`src/rtl/sp_mem_pkg.sv`:
```
// Shared types for the sp_memory request-side controller and its response buffer.
package sp_mem_pkg;

    localparam int SP_MEM_WIDTH = 32;
    localparam int SP_MEM_AW    = 10;

    typedef enum logic {
        ST_INIT = 1'b0,
        ST_RUN  = 1'b1
    } mem_init_state_e;

    typedef struct packed {
        logic                      we;
        logic [SP_MEM_AW-1:0]      addr;
        logic [SP_MEM_WIDTH-1:0]   wdata;
        logic [SP_MEM_WIDTH/8-1:0] wstrb;
    } sp_mem_req_t;

endpackage

```
`src/rtl/sp_mem_rsp_fifo.sv`:
```
// Read-response buffer: synchronous FIFO with an occupancy count.
// Latency: a push is visible at the head on the next cycle; the head is shown combinationally.
// Backpressure: pop is ignored when empty; the upstream must not push when full.
module sp_mem_rsp_fifo #(
    parameter int WIDTH = 32,
    parameter int DEPTH = 4,
    parameter int CW    = $clog2(DEPTH + 1)
) (
    input  logic             clk,
    input  logic             rst,
    input  logic             push,
    input  logic [WIDTH-1:0] push_dat,
    input  logic             pop,
    output logic [WIDTH-1:0] pop_dat,
    output logic [CW-1:0]    count,
    output logic             empty
);

    localparam int PW = (DEPTH > 1) ? $clog2(DEPTH) : 1;

    logic [WIDTH-1:0] mem [DEPTH];
    logic [PW-1:0]    wr_ptr;
    logic [PW-1:0]    rd_ptr;
    logic             do_pop;
    logic             full;

    function automatic logic [PW-1:0] ptr_next(input logic [PW-1:0] p);
        return (p == PW'(DEPTH - 1)) ? '0 : p + PW'(1);
    endfunction

    assign empty   = (count == '0);
    assign full    = (count == CW'(DEPTH));
    assign do_pop  = pop & ~empty;
    // Head reads as zero when empty so the response data is clean out of reset.
    assign pop_dat = empty ? '0 : mem[rd_ptr];

    always_ff @(posedge clk) begin
        if (push) begin
            mem[wr_ptr] <= push_dat;
        end
    end

    always_ff @(posedge clk) begin
        if (rst) begin
            wr_ptr <= '0;
            rd_ptr <= '0;
            count  <= '0;
        end else begin
            if (push) begin
                wr_ptr <= ptr_next(wr_ptr);
            end
            if (do_pop) begin
                rd_ptr <= ptr_next(rd_ptr);
            end
            count <= count + CW'(push) - CW'(do_pop);
        end
    end

    always_ff @(posedge clk) begin
        if (!rst) begin
            rsp_fifo_no_overflow: assert (!(push && full));
        end
    end

endmodule

```
`src/rtl/sp_mem_initiator.sv`:
```
// Drives one sp_memory from a valid/ready request channel, with a pattern fill engine.
// Latency: read accepted in cycle t gives a response in t+2; writes land at the end of the accept cycle.
// Backpressure: req_ready is credit-based on buffer occupancy plus the in-flight read, never on rsp_ready.
module sp_mem_initiator
    import sp_mem_pkg::*;
#(
    parameter int WIDTH         = 32,
    parameter int DEPTH         = 1024,
    parameter int RSP_DEPTH     = 4,
    parameter bit INIT_ON_RESET = 1'b1,
    localparam int AW           = $clog2(DEPTH)
) (
    input  logic               clk,
    input  logic               rst,
    input  logic               init_start,
    input  logic [WIDTH-1:0]   init_pattern,
    output logic               init_busy,
    output logic               init_done,
    input  logic               req_valid,
    output logic               req_ready,
    input  logic               req_we,
    input  logic [AW-1:0]      req_addr,
    input  logic [WIDTH-1:0]   req_wdata,
    input  logic [WIDTH/8-1:0] req_wstrb,
    output logic               rsp_valid,
    input  logic               rsp_ready,
    output logic [WIDTH-1:0]   rsp_rdata,
    output logic               mem_cs,
    output logic               mem_we,
    output logic [AW-1:0]      mem_addr,
    output logic [WIDTH-1:0]   mem_wdata,
    output logic [WIDTH/8-1:0] mem_wstrb,
    input  logic [WIDTH-1:0]   mem_rdata
);

    localparam int              CW        = $clog2(RSP_DEPTH + 1);
    localparam logic [AW-1:0]   LAST_ADDR = AW'(DEPTH - 1);
    localparam logic [CW:0]     RSP_LIM   = (CW + 1)'(RSP_DEPTH);

    mem_init_state_e state;
    logic [AW-1:0]    fill_cnt;
    logic [WIDTH-1:0] pattern;
    logic             inflight;
    logic             init_pend;
    logic             init_done_q;
    logic [CW-1:0]    rsp_count;
    logic             rsp_empty;
    logic             start_req;
    logic             init_go;
    logic             credit_ok;
    logic             req_acc;

    // A pending start also holds off requests so a stream of reads cannot starve the fill.
    assign start_req = (state == ST_RUN) && (init_start || init_pend);
    assign init_go   = start_req && !inflight;
    assign credit_ok = ({1'b0, rsp_count} + (CW + 1)'(inflight)) < RSP_LIM;
    assign req_ready = !rst && (state == ST_RUN) && !start_req && credit_ok;
    assign req_acc   = req_valid && req_ready;

    assign init_busy = rst ? INIT_ON_RESET : (state == ST_INIT);
    assign init_done = init_done_q && !rst;
    assign rsp_valid = !rsp_empty;

    always_ff @(posedge clk) begin
        if (rst) begin
            state       <= INIT_ON_RESET ? ST_INIT : ST_RUN;
            fill_cnt    <= '0;
            pattern     <= init_pattern;
            inflight    <= 1'b0;
            init_pend   <= 1'b0;
            init_done_q <= 1'b0;
        end else begin
            init_done_q <= 1'b0;
            inflight    <= req_acc && !req_we;
            case (state)
                ST_INIT: begin
                    if (fill_cnt == LAST_ADDR) begin
                        state       <= ST_RUN;
                        fill_cnt    <= '0;
                        init_done_q <= 1'b1;
                    end else begin
                        fill_cnt <= fill_cnt + AW'(1);
                    end
                end
                default: begin
                    if (init_go) begin
                        state     <= ST_INIT;
                        pattern   <= init_pattern;
                        fill_cnt  <= '0;
                        init_pend <= 1'b0;
                    end else if (init_start && inflight) begin
                        init_pend <= 1'b1;
                    end
                end
            endcase
        end
    end

    always_comb begin
        mem_cs    = 1'b0;
        mem_we    = 1'b0;
        mem_addr  = '0;
        mem_wdata = '0;
        mem_wstrb = '0;
        if (!rst) begin
            if (state == ST_INIT) begin
                mem_cs    = 1'b1;
                mem_we    = 1'b1;
                mem_addr  = fill_cnt;
                mem_wdata = pattern;
                mem_wstrb = '1;
            end else if (req_acc) begin
                mem_cs    = 1'b1;
                mem_we    = req_we;
                mem_addr  = req_addr;
                mem_wdata = req_wdata;
                mem_wstrb = req_wstrb;
            end
        end
    end

    // The RAM registers its read data, so a read issued last cycle is captured now.
    sp_mem_rsp_fifo #(
        .WIDTH (WIDTH),
        .DEPTH (RSP_DEPTH)
    ) u_rsp_fifo (
        .clk      (clk),
        .rst      (rst),
        .push     (inflight),
        .push_dat (mem_rdata),
        .pop      (rsp_ready),
        .pop_dat  (rsp_rdata),
        .count    (rsp_count),
        .empty    (rsp_empty)
    );

endmodule

```
`config.mk`:
```
export PLATFORM = sky130hd
export DESIGN_NAME = sp_mem_initiator
export DESIGN_NICKNAME = d
export VERILOG_FILES = /design/src/rtl/sp_mem_pkg.sv /design/src/rtl/sp_mem_rsp_fifo.sv /design/src/rtl/sp_mem_initiator.sv
export SDC_FILE = /design/constraint.sdc
export NUM_CORES = 1
export LEC_CHECK = 0
export ABC_CLOCK_PERIOD_IN_PS = 3800
export BUFFER_PORTS_ARGS = -buffer_cell sky130_fd_sc_hd__buf_2
export CAP_MARGIN = 40
export CORE_ASPECT_RATIO = 0.9
export CORE_MARGIN = 5
export CORE_UTILIZATION = 38
export DETAILED_ROUTE_END_ITERATION = 10
export SYNTH_ARGS = -nofsm -noshare
export SYNTH_HDL_FRONTEND = slang
export SYNTH_HIERARCHICAL = 1
export SYNTH_SLANG_ARGS = --single-unit
```
`constraint.sdc`:
```
create_clock -name clk -period 3.8 [get_ports clk]
set_clock_uncertainty 0.15 [all_clocks]
set_input_delay 0.57 -clock clk [delete_from_list [all_inputs] [get_ports clk]]
set_output_delay 0.57 -clock clk [all_outputs]
set_load 0.005 [all_outputs]
```
==> out/metrics.csv <==
metric;value;unit
status;complete, no violations;
Synth async-reset ratio;0;%
GR Util All Layers;15.10;%
Tightest Pin Transition;567.2;ps
Synth Area in Adders;1.436;%
CTS Buffer Depth;2;
most common cell in the netlist;edfxtp_1;
grt total ovfl;0;
EDFF count, synth;160;
Ports;200;
vias per cell;5.086;
CP Launch Type;flop;
post-synthesis compound-gate area fraction;7.399;%
Die Y;143.2;um
Seq cells post-synth;183;
Max-cap violations;0;
synthesized instance count;418;
first-pass GRT wire length;25600;um
core area;0.01928;sq mm
Syn. warnings;6;
Post-Synth Simple-Gate Area;7.032;%
port bufs;199;
post-route design area;0.009340;sq mm
Crit path required time;3080;ps
met1 Use GR;18.71;%
Via Count;4496;
syn_nets;542;
met2 Resource Use GR;25.46;%
CTS buffer count;17;
Hold Vio Cnt, Final;0;
Synth area leaders;edfxtp_1, mux4_2, dfxtp_1;
Hold Crit Class;in2reg;
Setup Fix Bufs, Post-CTS;0;
Worst-path clk slew;70;ps
fin nets;746;
Netlist Area Pre-Place;0.007491;sq mm
iteration-0 DRC count of the detailed router;177;
clock root cell;clkbuf_16;
largest net degree at the start of global routing;52;
WHS Path Cells;1;
share of layout cells above drive strength 1;44.55;%
Mapped Avg Cell Area;17.92;sq um
Setup violations, final;0;
Max H-tree Level;4;
First-pass DRT Iterations;4;
Setup Crit Path Kind;reg2out;
multiplexer share of the synthesized area;10.71;%
largest family of logic cells by synthesized area;multiplexers;
number of distinct library cells after synthesis;46;
Sequential cell area;0.005266;sq mm
setup TNS;0;ps
die area;0.02262;sq mm
Starting Density;38.86;%
drt wl/cell;18.93;um
fin. max-slew vios;0;
CP max FO;49;
sequential share of the synthesized area;70.29;%
RSZ-0062 raised after global routing;no;
Placement Cell Area;0.008805;sq mm
leakage power;3.630;nW
Register-to-Register Path Depth;7;
top cell type's share of synthesized area;64.14;%
CTS resizes;0;
Synth area leader;edfxtp_1;
Main synth FF type;edfxtp_1;
synthesis-to-layout area growth;24.69;%
Max rail drop VDD;0.2942;mV
row cnt;48;
pwr/cell area;510.3;mW/mm^2
vias in the first global route;4828;
Worst R2R Setup Slack;1930;ps
Fmax achieved;339.7;MHz
grt met3 use;4.606;%
Routed Antenna Nets;0;
fillers;1636;
Arrival @ worst endpoint;2220;ps
Clock Latency Late Sink;420;ps
dpl hpwl;11430;um
CTS tree;built;
clk sinks;183;
WL final;16740;um
Synth Area in XOR/XNOR;0.5345;%
min cycle time layout;2944;ps
initial antenna violation count;1;
Tcrit/Tclk final;77.48;%
layer with the highest usage;met2;
Placer Congestion;0.8186;
DRC errors left;0;
area occupied by multi-input gates;0.002047;sq mm
CP Capture Type;output port;
Die Wd;158.0;um
Commonest cells post-synth;edfxtp_1, a22o_1, and2_1;
cts hold-fix bufs;0;
Worst slew margin;62.18;%
==> registers in the layout (all words and copies together) (netlist names), named ones only <==
register,cells
inflight,1
u_rsp_fifo/count,3
init_done_q,1
u_rsp_fifo/mem,128
u_rsp_fifo/rd_ptr,2
u_rsp_fifo/wr_ptr,2
init_pend,1
state,1
pattern,32
fill_cnt,10
==> report_power, final <==
group | leakage [nW] | internal (mW) | switching [mW] | total (mW)
combinational | 1.72 | 0.479 | 0.393 | 0.871
sequential | 1.65 | 2.23 | 0.0563 | 2.29
clock | 0.257 | 0.894 | 0.715 | 1.61
total | 3.63 | 3.60 | 1.16 | 4.77
==> metrics by stage <==
| stage | worst slack [ps] | total power [mW] | hold WS (ps) | utilization (%) | cells |
|---|---|---|---|---|---|
| after floorplan | 1067 | 2.881 | 302.3 | - | 418 |
| after global placement | 988.3 | 3.210 | 321.2 | 45.14 | 849 |
| after detailed placement | 897.6 | 3.230 | 337.6 | 45.67 | 853 |
| after CTS | 798.5 | 4.840 | 140.8 | 48.44 | 883 |
| after global routing | 672.9 | 5.014 | 138.7 | 48.44 | 883 |
| final | 855.9 | 4.767 | 164.2 | 48.45 | 884 |
==> routing by layer <==
layer	routed length (um)	up-vias
met5	20	-
met4	232	2
met3	1248	20
met2	8236	179
met1	6999	2228
li1	-	2067
==> layout by cell type, fill, tap and decap left out, types with 2 or more instances in the layout <==
cell / n
clkbuf_16: 17
edfxtp_1: 160
ha_1: 7
o21ai_0: 5
clkinvlp_4: 2
inv_6: 2
mux4_1: 2
buf_16: 3
buf_2: 199
nor2_1: 9
a21oi_1: 4
or2_2: 2
inv_1: 6
buf_12: 2
nand2b_1: 6
buf_4: 5
or3_1: 3
mux4_2: 30
dfxtp_1: 22
nand3_1: 7
mux2_2: 3
and2_2: 4
mux2i_1: 4
nor2b_1: 3
and2_1: 36
and4_1: 2
clkinv_2: 2
a21o_1: 6
a22o_1: 44
nand2_1: 7
clkinv_1: 3
==> final timing paths <==
path,startpoint,end
max,inflight,mem_wdata[8]
min,init_pattern[2],pattern[2]
max reg2reg,u_rsp_fifo/count[2],u_rsp_fifo/count[2]
min reg2reg,fill_cnt[7],fill_cnt[7]
==> kinds of logic (layout without fill, tap and decap cells) <==
family,after synthesis,count (layout)
adders and majority gates,8,8
and+or+nand+nor,87,87
buffers and inverters,30,245
muxes,39,39
DFF,183,183
AOI/OAI and AO/OA,68,68
other,0,1
xor gates and xnor gates,3,3
==> layout make-up <==
type	count	share of cell area, %
sequential	183	56.38
multi-input combinational	205	21.92
timing repair buffer	209	12.38
clock buffer	18	4.595
tap	250	3.349
clock inverter	12	1.112
inverter	6	0.2411
antenna	1	0.02679
==> worst max-delay path, cell delays in order, from the launching register on <==
cell and delay, ps:
dfxtp_1 410, nand3_1 140, nor4bb_4 290, and2_1 150
buf_4 410, a22o_1 250, buf_2 120
Power figures use the tool's default switching activity.
